<file path="src/rtl/if_fetch_stage_pkg.sv">
// Shared types and constants for the instruction-fetch front end.
// Holds the fetch FSM state enum, the NOP encoding and PC defaults.
package if_pkg;

    typedef enum logic [1:0] {
        FETCH = 2'd0,
        MISS  = 2'd1,
        KILL  = 2'd2
    } if_state_e;

    localparam logic [31:0] NOP              = 32'h0000_0000;
    localparam logic [31:0] DEFAULT_RESET_PC = 32'h0000_0000;
    localparam logic [31:0] PC_INC           = 32'd4;

endpackage

</file>
<file path="src/rtl/if_fetch_stage_if_id_reg.sv">
// IF/ID pipeline register: flush beats write, and a write with no usable
// fetched word (miss or stale fetch) loads a bubble instead of garbage.
module if_id_reg
    import if_pkg::*;
(
    input  logic        clk,
    input  logic        rst,
    input  logic        flush,
    input  logic        write,
    input  logic        fill_ok,
    input  logic [31:0] pc_in,
    input  logic [31:0] instr_in,
    output logic [31:0] id_pc,
    output logic [31:0] id_instr,
    output logic        id_valid
);

    logic [31:0] pc_q, pc_d;
    logic [31:0] instr_q, instr_d;
    logic        valid_q, valid_d;

    always_comb begin
        pc_d    = pc_q;
        instr_d = instr_q;
        valid_d = valid_q;
        // A bubble keeps the old PC; only ID_Valid and ID_Instr are meaningful.
        if (flush || (write && !fill_ok)) begin
            instr_d = NOP;
            valid_d = 1'b0;
        end else if (write) begin
            pc_d    = pc_in;
            instr_d = instr_in;
            valid_d = 1'b1;
        end
    end

    always_ff @(posedge clk or posedge rst) begin
        if (rst) begin
            pc_q    <= 32'h0;
            instr_q <= NOP;
            valid_q <= 1'b0;
        end else begin
            pc_q    <= pc_d;
            instr_q <= instr_d;
            valid_q <= valid_d;
        end
    end

    assign id_pc    = pc_q;
    assign id_instr = instr_q;
    assign id_valid = valid_q;

endmodule

</file>
<file path="src/rtl/if_fetch_stage.sv">
// Instruction-fetch stage: PC register, L1 I-cache request FSM and IF/ID load.
// Define IF_FETCH_PERF_EN to add the perf_fetch_cnt / perf_miss_cyc counters.
module if_fetch_stage
    import if_pkg::*;
#(
    parameter logic [31:0] RESET_PC = DEFAULT_RESET_PC,
    parameter int          bit_size = 32
) (
    input  logic                clk,
    input  logic                rst,
    input  logic                PCWrite,
    input  logic                IF_Write,
    input  logic                IF_Flush,
    input  logic                Redirect,
    input  logic [bit_size-1:0] Redirect_PC,
    output logic                ic_req,
    output logic [bit_size-1:0] ic_addr,
    input  logic                ic_ready,
    input  logic [bit_size-1:0] ic_rdata,
    output logic [bit_size-1:0] ID_PC,
    output logic [bit_size-1:0] ID_Instr,
    output logic                ID_Valid,
    output logic                IC_Busy,
    output if_state_e           dbg_state
`ifdef IF_FETCH_PERF_EN
    ,
    output logic [31:0]         perf_fetch_cnt,
    output logic [31:0]         perf_miss_cyc
`endif
);

    if_state_e   state_q, state_d;
    logic [31:0] pc_q, pc_d;
    logic [31:0] pend_q, pend_d;
    logic [31:0] redir_tgt;
    logic        fill_ok;

    assign redir_tgt = Redirect_PC & ~32'd3;
    // A word returned while in KILL belongs to the stale PC and is dropped.
    assign fill_ok   = ic_ready && (state_q != KILL);

    always_comb begin
        state_d = state_q;
        pc_d    = pc_q;
        pend_d  = pend_q;
        case (state_q)
            FETCH, MISS: begin
                if (ic_ready) begin
                    state_d = FETCH;
                    if (Redirect)     pc_d = redir_tgt;
                    else if (PCWrite) pc_d = pc_q + PC_INC;
                end else if (Redirect) begin
                    pend_d  = redir_tgt;
                    state_d = KILL;
                end else begin
                    state_d = MISS;
                end
            end
            KILL: begin
                if (Redirect) pend_d = redir_tgt;
                if (ic_ready) begin
                    pc_d    = Redirect ? redir_tgt : pend_q;
                    state_d = FETCH;
                end
            end
            default: state_d = FETCH;
        endcase
    end

    always_ff @(posedge clk or posedge rst) begin
        if (rst) begin
            state_q <= FETCH;
            pc_q    <= RESET_PC & ~32'd3;
            pend_q  <= 32'h0;
        end else begin
            state_q <= state_d;
            pc_q    <= pc_d;
            pend_q  <= pend_d;
        end
    end

    // The PC stays put in KILL, so ic_addr naturally holds the stale address.
    assign ic_req    = ~rst;
    assign ic_addr   = pc_q;
    assign IC_Busy   = ic_req & ~ic_ready;
    assign dbg_state = state_q;

    if_id_reg u_if_id (
        .clk      (clk),
        .rst      (rst),
        .flush    (IF_Flush),
        .write    (IF_Write),
        .fill_ok  (fill_ok),
        .pc_in    (pc_q),
        .instr_in (ic_rdata),
        .id_pc    (ID_PC),
        .id_instr (ID_Instr),
        .id_valid (ID_Valid)
    );

`ifdef IF_FETCH_PERF_EN
    logic [31:0] fetch_cnt_q, fetch_cnt_d;
    logic [31:0] miss_cyc_q, miss_cyc_d;

    always_comb begin
        fetch_cnt_d = fetch_cnt_q;
        miss_cyc_d  = miss_cyc_q;
        if (!IF_Flush && IF_Write && fill_ok) fetch_cnt_d = fetch_cnt_q + 32'd1;
        if (IC_Busy)                          miss_cyc_d  = miss_cyc_q + 32'd1;
    end

    always_ff @(posedge clk or posedge rst) begin
        if (rst) begin
            fetch_cnt_q <= 32'h0;
            miss_cyc_q  <= 32'h0;
        end else begin
            fetch_cnt_q <= fetch_cnt_d;
            miss_cyc_q  <= miss_cyc_d;
        end
    end

    assign perf_fetch_cnt = fetch_cnt_q;
    assign perf_miss_cyc  = miss_cyc_q;
`endif

endmodule

</file>
<file path="config.mk">
export PLATFORM = sky130hd
export DESIGN_NAME = if_fetch_stage
export DESIGN_NICKNAME = d
export VERILOG_FILES = /design/src/rtl/if_fetch_stage_pkg.sv /design/src/rtl/if_fetch_stage_if_id_reg.sv /design/src/rtl/if_fetch_stage.sv
export SDC_FILE = /design/constraint.sdc
export NUM_CORES = 1
export LEC_CHECK = 0
export BUFFER_PORTS_ARGS = -buffer_cell sky130_fd_sc_hd__clkbuf_2
export CAP_MARGIN = 20
export CORE_MARGIN = 2
export CORE_UTILIZATION = 52
export CTS_BUF_LIST = sky130_fd_sc_hd__clkbuf_8 sky130_fd_sc_hd__clkbuf_16
export CTS_CLUSTER_SIZE = 16
export DETAILED_ROUTE_END_ITERATION = 8
export PLACE_DENSITY = 0.78
export SKIP_LAST_GASP = 1
export SLEW_MARGIN = 10
export SYNTH_ARGS = -nofsm -noshare
export SYNTH_HDL_FRONTEND = slang
export SYNTH_SLANG_ARGS = --single-unit
export TNS_END_PERCENT = 50
</file>
<file path="constraint.sdc">
create_clock -name clk -period 4.8 [get_ports clk]
set_input_delay 0.48 -clock clk [delete_from_list [all_inputs] [get_ports clk]]
set_output_delay 0.48 -clock clk [all_outputs]
set_load 0.1 [all_outputs]
</file>
After elaboration in Yosys (flattened, before gate mapping)
Index checks and enable logic that the tools add are counted.

word-level totals
  register bits = 131
  logic and storage cells = 45

cells by class
  add/sub/neg operators = 1
  equality and inequality tests = 7
  mux-type cells = 16
  bitwise gates (word level) = 4
  reductions and logical operators = 11

operators with widths
  kind                     count
  $mux W32                 8
  $pmux W32 S2             2
  $add A32 B3 Y32 const B  1
  $ne A2 B2 Y1 const B     4
  $mux W2                  3
  $pmux W2 S2              1
  $reduce_and A2 Y1        2
  $reduce_and A4 Y1        1
  $reduce_bool A2 Y1       2
  $ne A3 B3 Y1 const B     1
  $not A1 Y1               3
  $eq A2 B1 Y1 const B     1
  $eq A2 B2 Y1 const B     1
  $logic_and A1 B1 Y1      2
  $logic_not A2 Y1         1
  $mux W1                  2
  $reduce_or A2 Y1         1
  $and A1 B1 Y1            1
  $logic_not A1 Y1         1
  $logic_or A1 B1 Y1       1

Longest topological paths before layout
  depth in word-level cells = 7
  gate-level depth with buffers = 8

Modules after synthesis
Synthesis repeated with hierarchy kept, for this count alone.

unflattened totals
  cell total of the unflattened synthesis = 602
  area, all modules = 6419.9 um^2

by module, submodules not included
  module          times used  cells each  area an instance (um^2)  seq. area each (um^2)
  if_fetch_stage  1           387         3663.5                   1651.6
  if_id_reg       1           215         2756.4                   1626.6

Least setup slack after synthesis
Ideal clock, no wire load.

  path type = input port to output port
  start = input rst
  end = output ic_req
  data arrival time = 3.738 ns
  required time = 4.320 ns
  slack = 0.582 ns
  cell stages on the path = 1
  path buffers = 0
  cell sequence = inv_1

between the ends
  word-level cells in the longest chain between the ends = 1

RTL lines
  what             line                  text
  start, declared  if_fetch_stage.sv:10  input logic rst,
  $not A1 Y1       if_fetch_stage.sv:83  assign ic_req = ~rst;
  end, declared    if_fetch_stage.sv:16  output logic ic_req,

Every way passes these cells.

Worst setup path in the final report
  start = register state_q[1] (netlist: dbg_state[1])
  end = register pc_q[12] (netlist: ic_addr[12])

between the ends
  word-level cells in the longest chain between the ends = 4
  elaborated cells between the ends (all ways) = 10
  classes of those cells = eq/ne: 5; mux: 1; reduce/logical: 4

RTL lines
  what                                              line                  text
  start, declared                                   if_fetch_stage.sv:32  if_state_e state_q, state_d;
  start signal, assigned                            if_fetch_stage.sv:76  state_q <= state_d;
  $eq A2 B1 Y1 or $logic_not A2 Y1 (tied branches)  if_fetch_stage.sv:46  case (state_q)
  $reduce_or A2 Y1                                  if_fetch_stage.sv:46
  $ne A3 B3 Y1 (no line) (tied with other cells)    -
  $reduce_and A4 Y1 (no line)                       -
  end signal, assigned                              if_fetch_stage.sv:73  pc_q <= RESET_PC & ~32'd3;
  end signal, assigned                              if_fetch_stage.sv:77  pc_q <= pc_d;
  end, declared                                     if_fetch_stage.sv:33  logic [31:0] pc_q, pc_d;

Parallel ways exist; a longest one is shown, timed or not.
A chain may end at the register's enable or synchronous reset.

==> run metrics <==
RR Endpoint=ic_addr[12]; RR Startpoint=dbg_state[1]; FF+latch count, synth=131; Post-synth EDFFs=0; Clock Sinks=131; Max Freq=0.385 GHz; class of the worst hold path=input pin to asynchronous set/reset pin; Area growth syn-to-layout=25.1%; H-tree levels=4; cell area after layout=between 7000 and 8000 µm²; Worst-Skew Late Latency=0.42 ns; cts hold-fix bufs=0; CTS root buf=clkbuf_16; Avg Cell Area, Syn=10.9 µm²; Post-Syn Area=5960 µm²; CP Launch Type=flip-flop; Routed Wire Length=15.0 mm; kind of critical path=flip-flop to flip-flop; post-synth top area share=55.0%; die span in y=111 µm; Worst Tran Pin Value=1.06 ns; gr ovfl total=0; Reg2Reg Depth=6; hpwl dp=10.0 mm; commonest non-fill, non-tap cell in the layout=clkbuf_2; Cells after Synth=between 500 and 600; CTS tree=done; DRC=0; period utilization=54.1%; worst-path maximum fanout=38; io pins=172; Synth area leader=dfrtp_1; commonest cells after routing, fill and taps aside=169 x clkbuf_2, 131 x dfrtp_1, 66 x nand2_1, 62 x mux2_2, 52 x o21ai_0; WL/cell=17.5 µm; Core Box Area=11300 µm²; clk buf depth=2; Slew Limit Headroom=28.9%; GRT Util Overall=24.9%; sequential-to-total area share from yosys stat=55.0%; Hold WS=0.133 ns; max_cap viols=0; largest net degree at the start of global routing=73; GP Congestion=about 0.84; Resized cells post-CTS=0; status=completed; vias=4960; Post-Layout Cell Count=859; Chip Width=~110 µm; Lkg Pwr=0.00354 µW; r2r setup slk=2.20 ns; Post-Syn Nets=~620; Slew Viols, Final=0; initial DRC count=287; Setup violations, final=0; via/cell ratio=5.77; top post-synthesis cells by area=dfrtp_1 55%, mux2_2 12%, a22o_1 5.0%; instance area at placement=6910 µm²; share of layout cells above drive strength 1=approximately 38%; Fin Clk Skew=0.0116 ns; port bufs=169; Initial Utilization=52.7%; vias in the first global route=approximately 5000; nets@finish=776; Hold Fails Final Rpt=0; Primary FF master, synth=dfrtp_1; setup TNS=0 ns; # Post-CTS Setup Buffers=0; initial antenna violation count=0; min Tclk post-route=2.60 ns; Worst-path clk slew=0.05 ns; cts bufs inserted=17; Pwr Density=580 nW/µm²; CP required=5.16 ns; Setup crit end kind=flip-flop; First-pass DRT Iterations=5; Cell Rows=39; peak supply drop=0.380 mV; die footprint=12300 µm²; Distinct cells, synth=48; RSZ-0062 raised after global routing=false; synth warn=0; Critical Path AT=2.96 ns; placed cell count=828; first-pass GRT wire length=24.6 mm; Antenna Cells=0; Design Power=4320 µW; post-route ant nets=0; Post-synth ARST share=100%
registers in the layout, indices dropped and copies added, names as in the netlist:
name              count
u_if_id.id_pc        32
pend_q               32
u_if_id.id_valid      1
u_if_id.id_instr     32
ic_addr              32
dbg_state             2
report_power, final:
group / switching [µW] / internal, µW
Clock: 436 / 749
Combinational: 1380 / 293
Sequential: 167 / 1300
Total: 1990 / 2340
per-stage QoR:
stage | setup WS, ns | utilization, %
after floorplan | 0.0417 | -
after global placement | 2.17 | 61.0
after detailed placement | 2.12 | 61.0
after CTS | 2.23 | 65.9
after global routing | 2.03 | 65.9
final | 2.20 | 65.9
Yosys cell counts, types with 2 or more instances:
| master | instances |
|---|---|
| o21ai_1 | 5 |
| clkbuf_1 | 27 |
| nor3_1 | 10 |
| o22ai_1 | 3 |
| nand3_2 | 2 |
| o21ai_0 | 52 |
| o311ai_1 | 3 |
| o2bb2ai_1 | 6 |
| and3_1 | 4 |
| inv_1 | 9 |
| nor4_2 | 2 |
| o311ai_0 | 4 |
| nor4_1 | 6 |
| buf_2 | 3 |
| buf_1 | 5 |
| and2_1 | 6 |
| nand3_1 | 13 |
| nor4b_1 | 2 |
| o221ai_1 | 2 |
| a21oi_1 | 20 |
| a221oi_1 | 3 |
| nor2_1 | 23 |
| a211oi_1 | 2 |
| dfrtp_1 | 131 |
| nand3b_1 | 3 |
| a22o_1 | 34 |
| a31oi_1 | 13 |
| a32oi_1 | 2 |
| a41oi_1 | 4 |
| nand4_1 | 3 |
| mux2_2 | 62 |
| and4_1 | 2 |
| nand2_1 | 66 |
worst max path at each step:
| stage | startpoint | endpoint | depth (start not counted) |
|---|---|---|---|
| 2_1_floorplan | rst | dbg_state[0] | 1 |
| 3_3_place_gp | Redirect | ic_addr[12] | 6 |
| 3_5_place_dp | Redirect | ic_addr[12] | 6 |
| 4_1_cts | dbg_state[1] | ic_addr[12] | 6 |
| 5_1_grt | dbg_state[1] | ic_addr[12] | 6 |
| 6_report | dbg_state[1] | ic_addr[12] | 6 |
metal layers:
layer	vias to the layer above	wire length, µm	share of wire (%)	global-route usage, %
li1	2338	-	-	-
met1	2410	6620	44	33.8
met2	198	7110	47	38.9
met3	14	1080	7.2	6.67
met4	0	194	1.3	9.30
met5	-	0	0	0
kinds of logic after synthesis:
| logic type | count (synthesis) | synth area share, % |
|---|---|---|
| mux | 62 | 11.7 |
| fa+ha+maj | 1 | 0.210 |
| flops | 131 | 55.0 |
| compound gates | 159 | 18.0 |
| buf+inv | 46 | 3.11 |
| simple gates | 148 | 12.0 |
area by class of cell:
class / instances / area [µm²]
tap: 143 / 179
multi-input combinational: 370 / 2520
fill: 855 / 3860
clock buffer: 21 / 480
inverter: 9 / 38.8
sequential: 131 / 3280
clock inverter: 10 / 68.8
timing repair buffer: 175 / 891
worst max-delay path: stages, from the launching register on:
cell	delay (ns)
dfrtp_1	0.48
nor2b_2	0.20
buf_4	0.26
nor2_1	0.85
nand3_1	0.21
o311ai_0	0.33
a22o_1	0.19
Power figures use the tool's default switching activity.
